[config.mk]
export PLATFORM = sky130hd
export DESIGN_NAME = instr_stream_encoder
export DESIGN_NICKNAME = d
export VERILOG_FILES = /design/src/rtl/instr_stream_encoder.sv
export SDC_FILE = /design/constraint.sdc
export NUM_CORES = 1
export LEC_CHECK = 0
export CORE_MARGIN = 2
export CORE_UTILIZATION = 50
export DETAILED_ROUTE_END_ITERATION = 10
export PLACE_DENSITY = 0.78
export SLEW_MARGIN = 20
export SYNTH_ARGS = -nofsm -noshare
export SYNTH_HDL_FRONTEND = slang
export SYNTH_SLANG_ARGS = --single-unit
[constraint.sdc]
create_clock -name clk -period 9.35 [get_ports clk]
set_input_delay 0.935 -clock clk [delete_from_list [all_inputs] [get_ports clk]]
set_output_delay 0.935 -clock clk [all_outputs]
set_load 0.05 [all_outputs]
[src/rtl/instr_stream_encoder.sv]
// Instruction stream encoder and program loader.
// Packs field bundles into 32-bit words, buffers them, and writes memory.
//
// Ports:
//   clk, rst        clock, synchronous active-high reset
//   start           one-cycle pulse, begins a session at base_addr
//   base_addr       first memory word address of the session
//   in_valid/ready  field bundle handshake
//   in_branch       branch-class flag (word bit 31)
//   in_imm          immediate flag (word bit 30)
//   in_code         3-bit opcode (word bits 29:27)
//   in_rd/rs1/rs2   register fields
//   in_immval       19-bit immediate
//   in_last         final bundle of the program
//   mem_stall       memory cannot take a write this cycle
//   mem_we/addr/wdata  registered memory write port
//   busy/done/err   session status; done and err held until next start
//   count           words written this session
module instr_stream_encoder #(
    parameter int INSTR_W = 32,
    parameter int ADDR_W  = 10,
    parameter int DEPTH   = 4
) (
    input  logic               clk,
    input  logic               rst,
    input  logic               start,
    input  logic [ADDR_W-1:0]  base_addr,
    input  logic               in_valid,
    output logic               in_ready,
    input  logic               in_branch,
    input  logic               in_imm,
    input  logic [2:0]         in_code,
    input  logic [3:0]         in_rd,
    input  logic [3:0]         in_rs1,
    input  logic [3:0]         in_rs2,
    input  logic [18:0]        in_immval,
    input  logic               in_last,
    input  logic               mem_stall,
    output logic               mem_we,
    output logic [ADDR_W-1:0]  mem_addr,
    output logic [INSTR_W-1:0] mem_wdata,
    output logic               busy,
    output logic               done,
    output logic               err,
    output logic [ADDR_W-1:0]  count
);

    localparam int PW = (DEPTH > 1) ? $clog2(DEPTH) : 1;

    localparam logic [PW-1:0]     PTR_ONE  = PW'(1);
    localparam logic [PW:0]       OCC_ONE  = (PW + 1)'(1);
    localparam logic [PW:0]       OCC_FULL = (PW + 1)'(DEPTH);
    localparam logic [ADDR_W-1:0] CNT_ONE  = ADDR_W'(1);

    typedef enum logic [1:0] {
        S_IDLE,
        S_RUN,
        S_DONE,
        S_ERR
    } state_t;

    state_t              r_state;
    logic [ADDR_W-1:0]   r_base;
    logic [ADDR_W-1:0]   r_count;
    logic                r_last_seen;
    logic [PW-1:0]       r_wptr;
    logic [PW-1:0]       r_rptr;
    logic [PW:0]         r_occ;
    logic                r_full;
    logic                r_mem_we;
    logic [ADDR_W-1:0]   r_mem_addr;
    logic [INSTR_W-1:0]  r_mem_wdata;
    logic                r_busy;
    logic                r_done;
    logic                r_err;
    logic [INSTR_W-1:0]  r_fifo [DEPTH];

    logic [18:0]         w_field;
    logic [INSTR_W-1:0]  w_word;
    logic                w_legal;
    logic                w_run;
    logic                w_ready;
    logic                w_hs;
    logic                w_push;
    logic                w_bad;
    logic                w_empty;
    logic [ADDR_W:0]     w_sum;
    logic                w_ovf;
    logic                w_want;
    logic                w_pop;
    logic [PW:0]         w_occ_nxt;

    // Immediate form carries immval; register form zero-pads rs2.
    assign w_field = in_imm ? in_immval : {15'b0, in_rs2};
    assign w_word  = {in_branch, in_imm, in_code, in_rd, in_rs1, w_field};

    // Branches may only use codes x00.
    assign w_legal = !(in_branch && (in_code[1:0] != 2'b00));

    // Ready depends only on registered state, never on in_valid.
    assign w_run   = (r_state == S_RUN);
    assign w_ready = w_run && !r_full && !r_last_seen;
    assign w_hs    = in_valid && w_ready;
    assign w_push  = w_hs && w_legal;
    assign w_bad   = w_hs && !w_legal;

    // One extra bit catches the address wrapping past the top.
    assign w_empty = (r_occ == '0);
    assign w_sum   = {1'b0, r_base} + {1'b0, r_count};
    assign w_ovf   = w_sum[ADDR_W];
    assign w_want  = w_run && !w_empty && !mem_stall;
    assign w_pop   = w_want && !w_ovf;

    always_comb begin
        w_occ_nxt = r_occ;
        unique case ({w_push, w_pop})
            2'b10:   w_occ_nxt = r_occ + OCC_ONE;
            2'b01:   w_occ_nxt = r_occ - OCC_ONE;
            default: w_occ_nxt = r_occ;
        endcase
    end

    // Storage only; validity is tracked by the pointers and occupancy.
    always_ff @(posedge clk) begin
        if (w_push) begin
            r_fifo[r_wptr] <= w_word;
        end
    end

    always_ff @(posedge clk) begin
        if (rst) begin
            r_state     <= S_IDLE;
            r_base      <= '0;
            r_count     <= '0;
            r_last_seen <= 1'b0;
            r_wptr      <= '0;
            r_rptr      <= '0;
            r_occ       <= '0;
            r_full      <= 1'b0;
            r_mem_we    <= 1'b0;
            r_mem_addr  <= '0;
            r_mem_wdata <= '0;
            r_busy      <= 1'b0;
            r_done      <= 1'b0;
            r_err       <= 1'b0;
        end else begin
            r_mem_we <= 1'b0;
            unique case (r_state)
                S_IDLE, S_DONE, S_ERR: begin
                    if (start) begin
                        r_state     <= S_RUN;
                        r_base      <= base_addr;
                        r_count     <= '0;
                        r_last_seen <= 1'b0;
                        r_wptr      <= '0;
                        r_rptr      <= '0;
                        r_occ       <= '0;
                        r_full      <= 1'b0;
                        r_busy      <= 1'b1;
                        r_done      <= 1'b0;
                        r_err       <= 1'b0;
                    end
                end
                S_RUN: begin
                    if (w_push) begin
                        r_wptr <= r_wptr + PTR_ONE;
                        if (in_last) begin
                            r_last_seen <= 1'b1;
                        end
                    end
                    if (w_pop) begin
                        r_mem_we    <= 1'b1;
                        r_mem_addr  <= w_sum[ADDR_W-1:0];
                        r_mem_wdata <= r_fifo[r_rptr];
                        r_rptr      <= r_rptr + PTR_ONE;
                        r_count     <= r_count + CNT_ONE;
                    end
                    r_occ  <= w_occ_nxt;
                    r_full <= (w_occ_nxt == OCC_FULL);
                    // A write already committed this cycle still lands;
                    // everything left in the buffer is dropped.
                    if (w_bad || (w_want && w_ovf)) begin
                        r_state <= S_ERR;
                        r_busy  <= 1'b0;
                        r_err   <= 1'b1;
                        r_wptr  <= '0;
                        r_rptr  <= '0;
                        r_occ   <= '0;
                        r_full  <= 1'b0;
                    end else if (r_last_seen && w_pop &&
                                 (w_occ_nxt == '0)) begin
                        r_state <= S_DONE;
                        r_busy  <= 1'b0;
                        r_done  <= 1'b1;
                    end
                end
                default: r_state <= S_IDLE;
            endcase
        end
    end

    assign in_ready  = w_ready;
    assign mem_we    = r_mem_we;
    assign mem_addr  = r_mem_addr;
    assign mem_wdata = r_mem_wdata;
    assign busy      = r_busy;
    assign done      = r_done;
    assign err       = r_err;
    assign count     = r_count;

endmodule

After elaboration in Yosys (flattened, before gate mapping)
Memories as Yosys holds them, arrays and structs flattened. A register that Yosys moved wholly into a read port is not among the register bits.
Cells that the tools add are included.
{"block": "totals", "n_memories": 1, "word_cells": 108, "register_bits": 45, "output_inout_bits": 57, "ramBits": 128}
{"name": "r_fifo", "words": 4, "word_bits": 32, "rd": 1, "rd_clocked_by_memory_dff": 1, "write_ports": 1, "line_no": "76", "text": "logic [INSTR_W-1:0] r_fifo [DEPTH];"}
{"block": "classes", "n_bitwise": 1, "reduce_logical": 34, "eq_ne": 16, "n_addsub": 6, "n_mux": 37}
{"op": "$mux W10", "n": 2}
{"op": "$pmux W10 S2", "n": 1}
{"op": "$mux W19", "n": 1}
{"op": "$mux W2", "n": 8}
{"op": "$reduce_and A2 Y1", "n": 7}
{"op": "$mux W1", "n": 13}
{"op": "$logic_and A1 B1 Y1", "n": 12}
{"op": "$pmux W2 S2", "n": 3}
{"op": "$pmux W3 S2", "n": 2}
{"op": "$add A10 B10 Y11", "n": 1}
{"op": "$add A10 B1 Y10 const B", "n": 1}
{"op": "$pmux W1 S2", "n": 5}
{"op": "$ne A3 B1 Y1 const B", "n": 3}
{"op": "$ne A2 B1 Y1 const B", "n": 4}
{"op": "$eq A2 B2 Y1 const B", "n": 3}
{"op": "$logic_not A1 Y1", "n": 6}
{"op": "$logic_not A3 Y1", "n": 2}
{"op": "$mux W3", "n": 2}
{"op": "$ne A2 B2 Y1 const B", "n": 3}
{"op": "$reduce_and A3 Y1", "n": 2}
{"op": "$add A2 B1 Y2 const B", "n": 2}
{"op": "$eq A2 B1 Y1 const B", "n": 2}
{"op": "$add A3 B1 Y3 const B", "n": 1}
{"op": "$eq A3 B3 Y1 const B", "n": 1}
{"op": "7 further kinds", "n": 7}

Longest topological paths before layout
Gate-level depths: netlist (run 1).
{"block": "depth", "ltp_word": 12, "ltp_mapped": 16}

Least setup slack after synthesis (run 1)
Ideal clock, no wire load.
{"block": "synth_timing", "kind": "register -> register", "start": "reg r_count[0], in the netlist count[0]", "end": "reg r_state[0]", "period_less_slack_ps": 3954, "slack_ps": 5396, "setup_time_ps": 128, "arrival_time_ps": 3826, "stages_incl_launch_ff": 17, "path_cell_list": "dfxtp_1 ha_1 fa_1 a21o_1 a2111oi_4 o211ai_4 inv_2 buf_2 ha_1 inv_1 fa_1 and3b_1 a31o_2 nand2_1 or3_4 a2bb2oi_2 nor2_1"}
{"block": "synth_via", "elab_chain_cells": 9, "word_cells_on_any_way": 15, "classes_between": "add/sub (1); eq/ne (3); mux (3); reduce/logical (8)"}
{"item": "start: declaration", "line_no": "64", "text": "logic [ADDR_W-1:0] r_count;"}
{"item": "start signal: assignment", "line_no": "176", "text": "r_count <= r_count + CNT_ONE;"}
{"item": "$add A10 B10 Y11 (*)", "line_no": "109", "text": "assign w_sum = {1'b0, r_base} + {1'b0, r_count};"}
{"item": "$logic_not A1 Y1 (*)", "line_no": "112", "text": "assign w_pop = w_want && !w_ovf;"}
{"item": "$logic_and A1 B1 Y1 (*)", "line_no": "112"}
{"item": "named net w_pop", "line_no": "90", "text": "logic w_pop;"}
{"item": "$eq A2 B1 Y1 / $eq A2 B2 Y1 (equally long branches)", "line_no": "116", "text": "unique case ({w_push, w_pop})"}
{"item": "$pmux W3 S2", "line_no": "116"}
{"item": "$logic_not A3 Y1", "line_no": "191", "text": "(w_occ_nxt == '0)) begin"}
{"item": "$logic_and A1 B1 Y1 (*)", "line_no": "190", "text": "end else if (r_last_seen && w_pop &&"}
{"item": "$ne A3 B1 Y1 (no line) (*)"}
{"item": "$reduce_and A2 Y1 (no line) (*)"}
{"item": "end signal: assignment", "line_no": "183", "text": "r_state <= S_ERR;"}
{"item": "end signal: assignment", "line_no": "192", "text": "r_state <= S_DONE;"}
{"item": "end signal: assignment", "line_no": "197", "text": "default: r_state <= S_IDLE;"}
{"item": "end: declaration", "line_no": "62", "text": "state_t r_state;"}
Mark *: on every way through the listed nets, which the timed path passes. The rest lies on a longest branch.
A chain may end at the register's enable or synchronous reset.

Worst setup path after layout (run 1)
{"block": "layout_timing", "start": "reg r_count[0], in the netlist count[0]", "end": "reg r_state[0]"}
{"block": "layout_via", "elab_chain_cells": 9, "word_cells_on_any_way": 15, "classes_between": "add/sub (1); eq/ne (3); mux (3); reduce/logical (8)"}
{"item": "$add A10 B10 Y11 (*)", "line_no": "109"}
{"item": "$logic_not A1 Y1", "line_no": "112"}
{"item": "$logic_and A1 B1 Y1", "line_no": "112"}
{"item": "$eq A2 B1 Y1 / $eq A2 B2 Y1 (equally long branches)", "line_no": "116"}
{"item": "$pmux W3 S2", "line_no": "116"}
{"item": "$logic_not A3 Y1", "line_no": "191"}
{"item": "$logic_and A1 B1 Y1", "line_no": "190"}
{"item": "$ne A3 B1 Y1 (no line)"}
{"item": "$reduce_and A2 Y1 (no line)"}
Every way passes the cells marked *; elsewhere a longest branch is shown, timed or not.

==> results of run 1 <==
[worst max-delay path, stage by stage, from the launching register on]
cell	delay, ns
dfxtp_1	0.36
ha_1	0.26
fa_1	0.44
a21o_1	0.23
a2111oi_4	0.50
o211ai_4	0.13
inv_2	0.72
ha_1	0.33
inv_1	0.06
fa_1	0.50
and3b_1	0.18
a31o_2	0.12
nand2_1	0.05
or3_4	0.36
a2bb2oi_2	0.15
nor2_1	0.05
[metal layers]
| metal | routed length (microns) | track usage [%] |
|---|---|---|
| met1 | 7310 | 26.2 |
| met2 | 8690 | 34.5 |
| met3 | 1220 | 4.71 |
| met4 | 388 | 5.32 |
| met5 | 0 | 0 |
[sequential cells by signal, indices dropped and copies added, names as in the netlist]
name	cells
r_fifo	128
mem_wdata	32
count	10
mem_addr	10
r_base	10
r_occ	3
r_rptr	2
r_state	2
r_wptr	2
busy	1
done	1
err	1
mem_we	1
r_full	1
r_last_seen	1
[layout by cell type (no fill, tap or decap), types with 3 or more instances in the layout]
master             n
a211oi_1           6
a21o_1             3
a21oi_1           58
a31oi_1            4
and2_1            17
and2_2             4
buf_4              4
clkbuf_1           8
clkbuf_16         22
clkdlybuf4s50_1  107
clkinv_1           4
clkinv_2           3
dfxtp_1           75
edfxtp_1         128
ha_1              16
inv_1              8
mux2_2             4
mux4_2            32
nand2_1          114
nand2b_1           4
nand3_1            7
nor2_1            23
nor3_1             6
o21a_1             4
o21ai_0            8
or3_1              3
xnor2_1            7
xor2_1             7
[layout make-up]
| type | count | area share [%] |
|---|---|---|
| Clock inverter | 8 | 0.849 |
| Timing Repair Buffer | 112 | 10.9 |
| Clock buffer | 31 | 5.84 |
| Inverter | 10 | 0.369 |
| Sequential cell | 205 | 53.0 |
| Multi-Input combinational cell | 364 | 26.4 |
| Tap cell | 220 | 2.71 |
[power breakdown]
group | internal [mW] | switching [mW] | leakage (nW)
Clock | 0.473 | 0.342 | 0.330
Sequential | 0.973 | 0.00542 | 1.79
Combinational | 0.0515 | 0.0583 | 1.29
[final timing paths]
path / startpoint / to / slack, ns
worst min register to register: mem_addr[1] / mem_addr[1] / 0.46
worst max-delay path: count[0] / r_state[0] / 4.75
worst max register to register: count[0] / r_state[0] / 4.75
worst min-delay path: mem_addr[1] / mem_addr[1] / 0.46
[kinds of logic (layout without fill, tap and decap cells)]
| group | Yosys count | after routing | synth area share (%) |
|---|---|---|---|
| AND/OR/NAND/NOR | 193 | 193 | 10.7 |
| multiplexers | 37 | 37 | 9.38 |
| AO/OA/AOI/OAI | 102 | 102 | 7.91 |
| flip-flops | 205 | 205 | 65.1 |
| XOR/XNOR | 14 | 14 | 1.48 |
| buffers and inverters | 43 | 161 | 2.47 |
| adder cells (fa/ha/maj) | 18 | 18 | 2.90 |
[stage by stage]
| step | total power, mW | utilization [%] | hold slack [ns] | std cells | area [sq um] |
|---|---|---|---|---|---|
| 4_1_cts | 1.91 | 62.2 | 0.458 | 950 | 10200 |
| 2_1_floorplan | 1.06 | - | 0.440 | 612 | 8270 |
| 6_report | 1.90 | 62.2 | 0.456 | 950 | 10200 |
| 3_5_place_dp | 1.11 | 58.1 | 0.449 | 911 | 9490 |
| 5_1_grt | 1.96 | 62.2 | 0.478 | 950 | 10200 |
| 3_3_place_gp | 1.10 | 58.1 | 0.446 | 911 | 9490 |
==> reports/qor.yml, run 1 <==
status:
  outcome: "finished clean"
grt:
  first_global_vias: 5429
  grt_start_max_net_pins: 70
  antenna_found_initial: 0
  grt_pass1_wl_microns: 28300
  grt_usage_pct: 20.2
  grt_overflow_total: 0
synth:
  synth_warnings: 0
  synth-seq-cells: 205
  seq_area_frac_synth_pct: 65.1
  synth.top_cell.area_share_pct: 46.5
  netlist_area_sq_um: 8270
  synthDistinctLibCells: 59
  synth.most_common_cell: "edfxtp_1"
  synth-async-reset-ratio_pct: 0
  synth_cells: 612
  synth_area_leaders: "edfxtp_1 (46%), dfxtp_1 (19%), mux4_2 (8.7%)"
  ys.flop_type: "edfxtp_1"
  synthTopCellsByCount: "edfxtp_1 (128), nand2_1 (114), dfxtp_1 (77)"
  synth-edff-count: 128
  synth_fp_nets: 682
  syn_area_per_cell_sq_um: 13.5
  synth_top_cell_by_area: "edfxtp_1"
timing:
  maxSlewHeadroom_pct: 35.3
  fmax_mhz: 217
  setup_viol: 0
  fin_crit_sh_pct: 49.2
  finalClockSkew_ns: 0.0197
  tightest_slew_ns: 0.969
  hold_viol: 0
  slew_viol_final: 0
  setup-tns-final_ns: 0
  finalCriticalPeriod_ns: 4.60
  rsz0062_at_grt: "no"
  setup_slack_ns: 4.75
routing:
  via_per_inst: 5.54
  drc: 0
  wl_per_cell_microns: 18.5
  vias: 5264
  drt_iter0_drc: 492
  final_antenna_net_count: 0
  drtPass1Iterations: 5
  routed_wl_microns: 17600
worst_setup_path:
  r2r_cells: 15
  cp-end-kind: "flop"
  worstSetupStartpointType: "flop"
  cp.required_ns: 9.71
  critPathMaxFanout: 49
  critical_path_class: "flop to flop"
  cp.arrival_ns: 4.96
power:
  power.leakage_nw: 3.41
  p_per_area_nw_per_um2: 187
  ir_drop_mv: 0.178
placed_design:
  port_buffers: 108
  dp_hpwl_microns: 10500
  place_congestion: 0.881
  place_ws_ns: 4.76
clock_tree:
  post_cts_buffers: 0
  clk_latency_ns: 0.52
  hold_buffers: 0
  clockBufferDepth: 3
  cts_tree: "yes"
  clock_sinks: 205
  cts_buffers: 22
  cts_root_buf: "clkbuf_16"
  htreeDepth: 1
  ctsResizeCount: 0
  clk_pin_slew_worst_paths_ns: 0.06
finish:
  final-seq-area_sq_um: 5390
  fillers: 1235
  syn_to_final_growth_pct: 23.0
  multi_input_area_sq_um: 2690
  fin_nets: 785
  diodes: 0
  drive_gt1_share_pct: 12.3
floorplan:
  ios: 109
  die_h_microns: 133
  fp.dieW_microns: 133
  dieArea_sq_um: 17600
  row_count: 47
  core_sq_um: 16300
  start_util_pct: 50.6
min_path:
  hold_path.class: "flop to flop"
  min_path_cells: 2
job:
  cap_viol_max_count: 0
Power figures use the tool's default switching activity.
==> inputs of run 2 (changes only) <==
clock period = 4.69 ns   (was 9.35 ns; I/O delays follow)
==> run 2 against run 1 <==
  * Total power increased by 100%
  * Global-route usage increased by 0.65 points
  * Flip-flop and latch count is the same
  * Clock-buffer cell count rose by 1
  * Largest power group unchanged
  * Highest routed layer unchanged
==> reports/qor.yml, run 2 (synthesis results as in run 1) <==
clock_tree:
  cts_buffers: 22
  clk_latency_ns: 0.51
  post_cts_buffers: 0
  clockBufferDepth: 3
  ctsResizeCount: 0
  clk_pin_slew_worst_paths_ns: 0.06
  hold_buffers: 0
  clock_sinks: 205
  cts_root_buf: "clkbuf_16"
  cts_tree: "yes"
  htreeDepth: 1
routing:
  drtPass1Iterations: 7
  drt_iter0_drc: 408
  drc: 0
  final_antenna_net_count: 0
  wl_per_cell_microns: 19.1
  vias: 5361
  routed_wl_microns: 18100
  via_per_inst: 5.64
floorplan:
  ios: 109
  row_count: 47
  die_h_microns: 133
  core_sq_um: 16300
  start_util_pct: 50.6
  fp.dieW_microns: 133
  dieArea_sq_um: 17600
timing:
  hold_viol: 0
  setup_viol: 0
  maxSlewHeadroom_pct: 37.9
  rsz0062_at_grt: "no"
  finalClockSkew_ns: 0.0193
  fmax_mhz: 264
  slew_viol_final: 0
  finalCriticalPeriod_ns: 3.79
  fin_crit_sh_pct: 80.8
  tightest_slew_ns: 0.931
  setup-tns-final_ns: 0
worst_setup_path:
  cp.required_ns: 5.08
  critical_path_class: "flop to flop"
  worstSetupStartpointType: "flop"
  cp.arrival_ns: 4.18
  cp-end-kind: "flop"
  rr_endpoint: "r_state[1]"
  critPathMaxFanout: 7
  reg2reg_setup_slack_ns: 0.90
  rr_startpoint: "count[0]"
  r2r_cells: 15
placed_design:
  place_congestion: 0.892
  placed_cells: 911
  port_buffers: 108
  dpl_cell_area_sq_um: 9490
  dp_hpwl_microns: 11400
power:
  seqPwrFrac_pct: 51.0
  p_per_area_nw_per_um2: 376
  p_sw_share_pct: 21.3
  finalPower_mw: 3.84
  power.leakage_nw: 3.42
  ir_drop_mv: 0.348
  pwr-share-clk_pct: 43.3
  pwr-share-comb_pct: 5.7
  switchingPower_mw: 0.817
  p_int_mw: 3.02
finish:
  fin_nets: 785
  largest_register: "r_fifo"
  final_area_sq_um: 10200
  final_util_pct: 62.4
  syn_to_final_growth_pct: 23.3
  fillers: 1242
  largest_register_ffs: 128
  layout_common_cells: "edfxtp_1 (128), nand2_1 (114), clkdlybuf4s50_1 (107), dfxtp_1 (75), a21oi_1 (58)"
  final-seq-area_sq_um: 5390
  final_cells: 951
  drive_gt1_share_pct: 12.6
  multi_input_area_sq_um: 2690
  final_common_cell: "edfxtp_1"
  diodes: 0
grt:
  grt_use_met2_pct: 36.0
  antenna_found_initial: 0
  first_global_vias: 5574
  grt_overflow_total: 0
  grt_usage_pct: 20.8
  grt_start_max_net_pins: 52
  met1_usage_pct: 26.8
  grt_pass1_wl_microns: 29000
  grt-busiest-layer: "met2"
  met3_usage_pct: 4.48
min_path:
  worstHoldEndpoint: "mem_wdata[15]"
  min_path_cells: 2
  hold_path.class: "flop to flop"
  min-delay-start: "mem_wdata[15]"
status:
  outcome: "finished clean"
job:
  cap_viol_max_count: 0
[run 2: changes by cell type in the layout (fill, tap and decap cells not counted)]
cell and change:
clkbuf_1 -1, clkinv_2 -1, clkbuf_8 +2, clkinv_4 +1
[run 2: metrics by stage]
| step | hold WS [ns] | setup WS, ns |
|---|---|---|
| after global placement | 0.441 | 1.07 |
| after floorplan | 0.440 | 0.736 |
| after global routing | 0.472 | 0.729 |
| after CTS | 0.455 | 0.921 |
| after detailed placement | 0.447 | 0.858 |
| final | 0.453 | 0.899 |
[run 2: final cells by class]
class / count / area share [%]
clock buffers: 32 / 6.06
repair buffers: 112 / 10.8
inverters: 10 / 0.368
clock inverters: 8 / 0.883
multi-input cells: 364 / 26.3
flip-flops and latches: 205 / 52.8
well taps: 220 / 2.70
[run 2: worst max-delay path by stage]
stage / cells past startpoint / endpoint / start / slack [ns]
final: 15 / r_state[1] / count[0] / 0.90
after global routing: 15 / r_state[1] / count[0] / 0.73
after CTS: 15 / r_state[1] / count[0] / 0.92
after detailed placement: 13 / r_state[1] / in_code[1] / 0.86
after global placement: 13 / r_state[1] / in_code[1] / 1.07
after floorplan: 16 / r_state[0] / count[0] / 0.74
[run 2: power by group through the flow]
stage                     Combinational (mW)  Clock [mW]  Sequential (mW)
after detailed placement               0.216           0             2.00
after global routing                   0.235        1.76             1.96
after CTS                              0.218        1.68             1.96
after global placement                 0.209           0             1.99
after floorplan                        0.131           0             1.99
final                                  0.218        1.66             1.96
[run 2: layer usage]
| layer | part of all wire (%) | vias to the layer above |
|---|---|---|
| li1 | - | 2456 |
| met1 | 42 | 2677 |
| met2 | 50 | 188 |
| met3 | 6.2 | 40 |
| met4 | 2.2 | 0 |
| met5 | 0 | - |
[run 2: worst max-delay path, stage by stage, from the launching register on]
cell       delay [ns]
dfxtp_1          0.37
ha_1             0.26
fa_1             0.44
a21o_1           0.22
a2111oi_4        0.47
o211ai_4         0.12
inv_2            0.08
ha_1             0.18
inv_1            0.07
fa_1             0.39
xor2_1           0.16
nor2_1           0.15
xor2_1           0.27
or3_4            0.21
clkinv_1         0.06
o31a_1           0.24
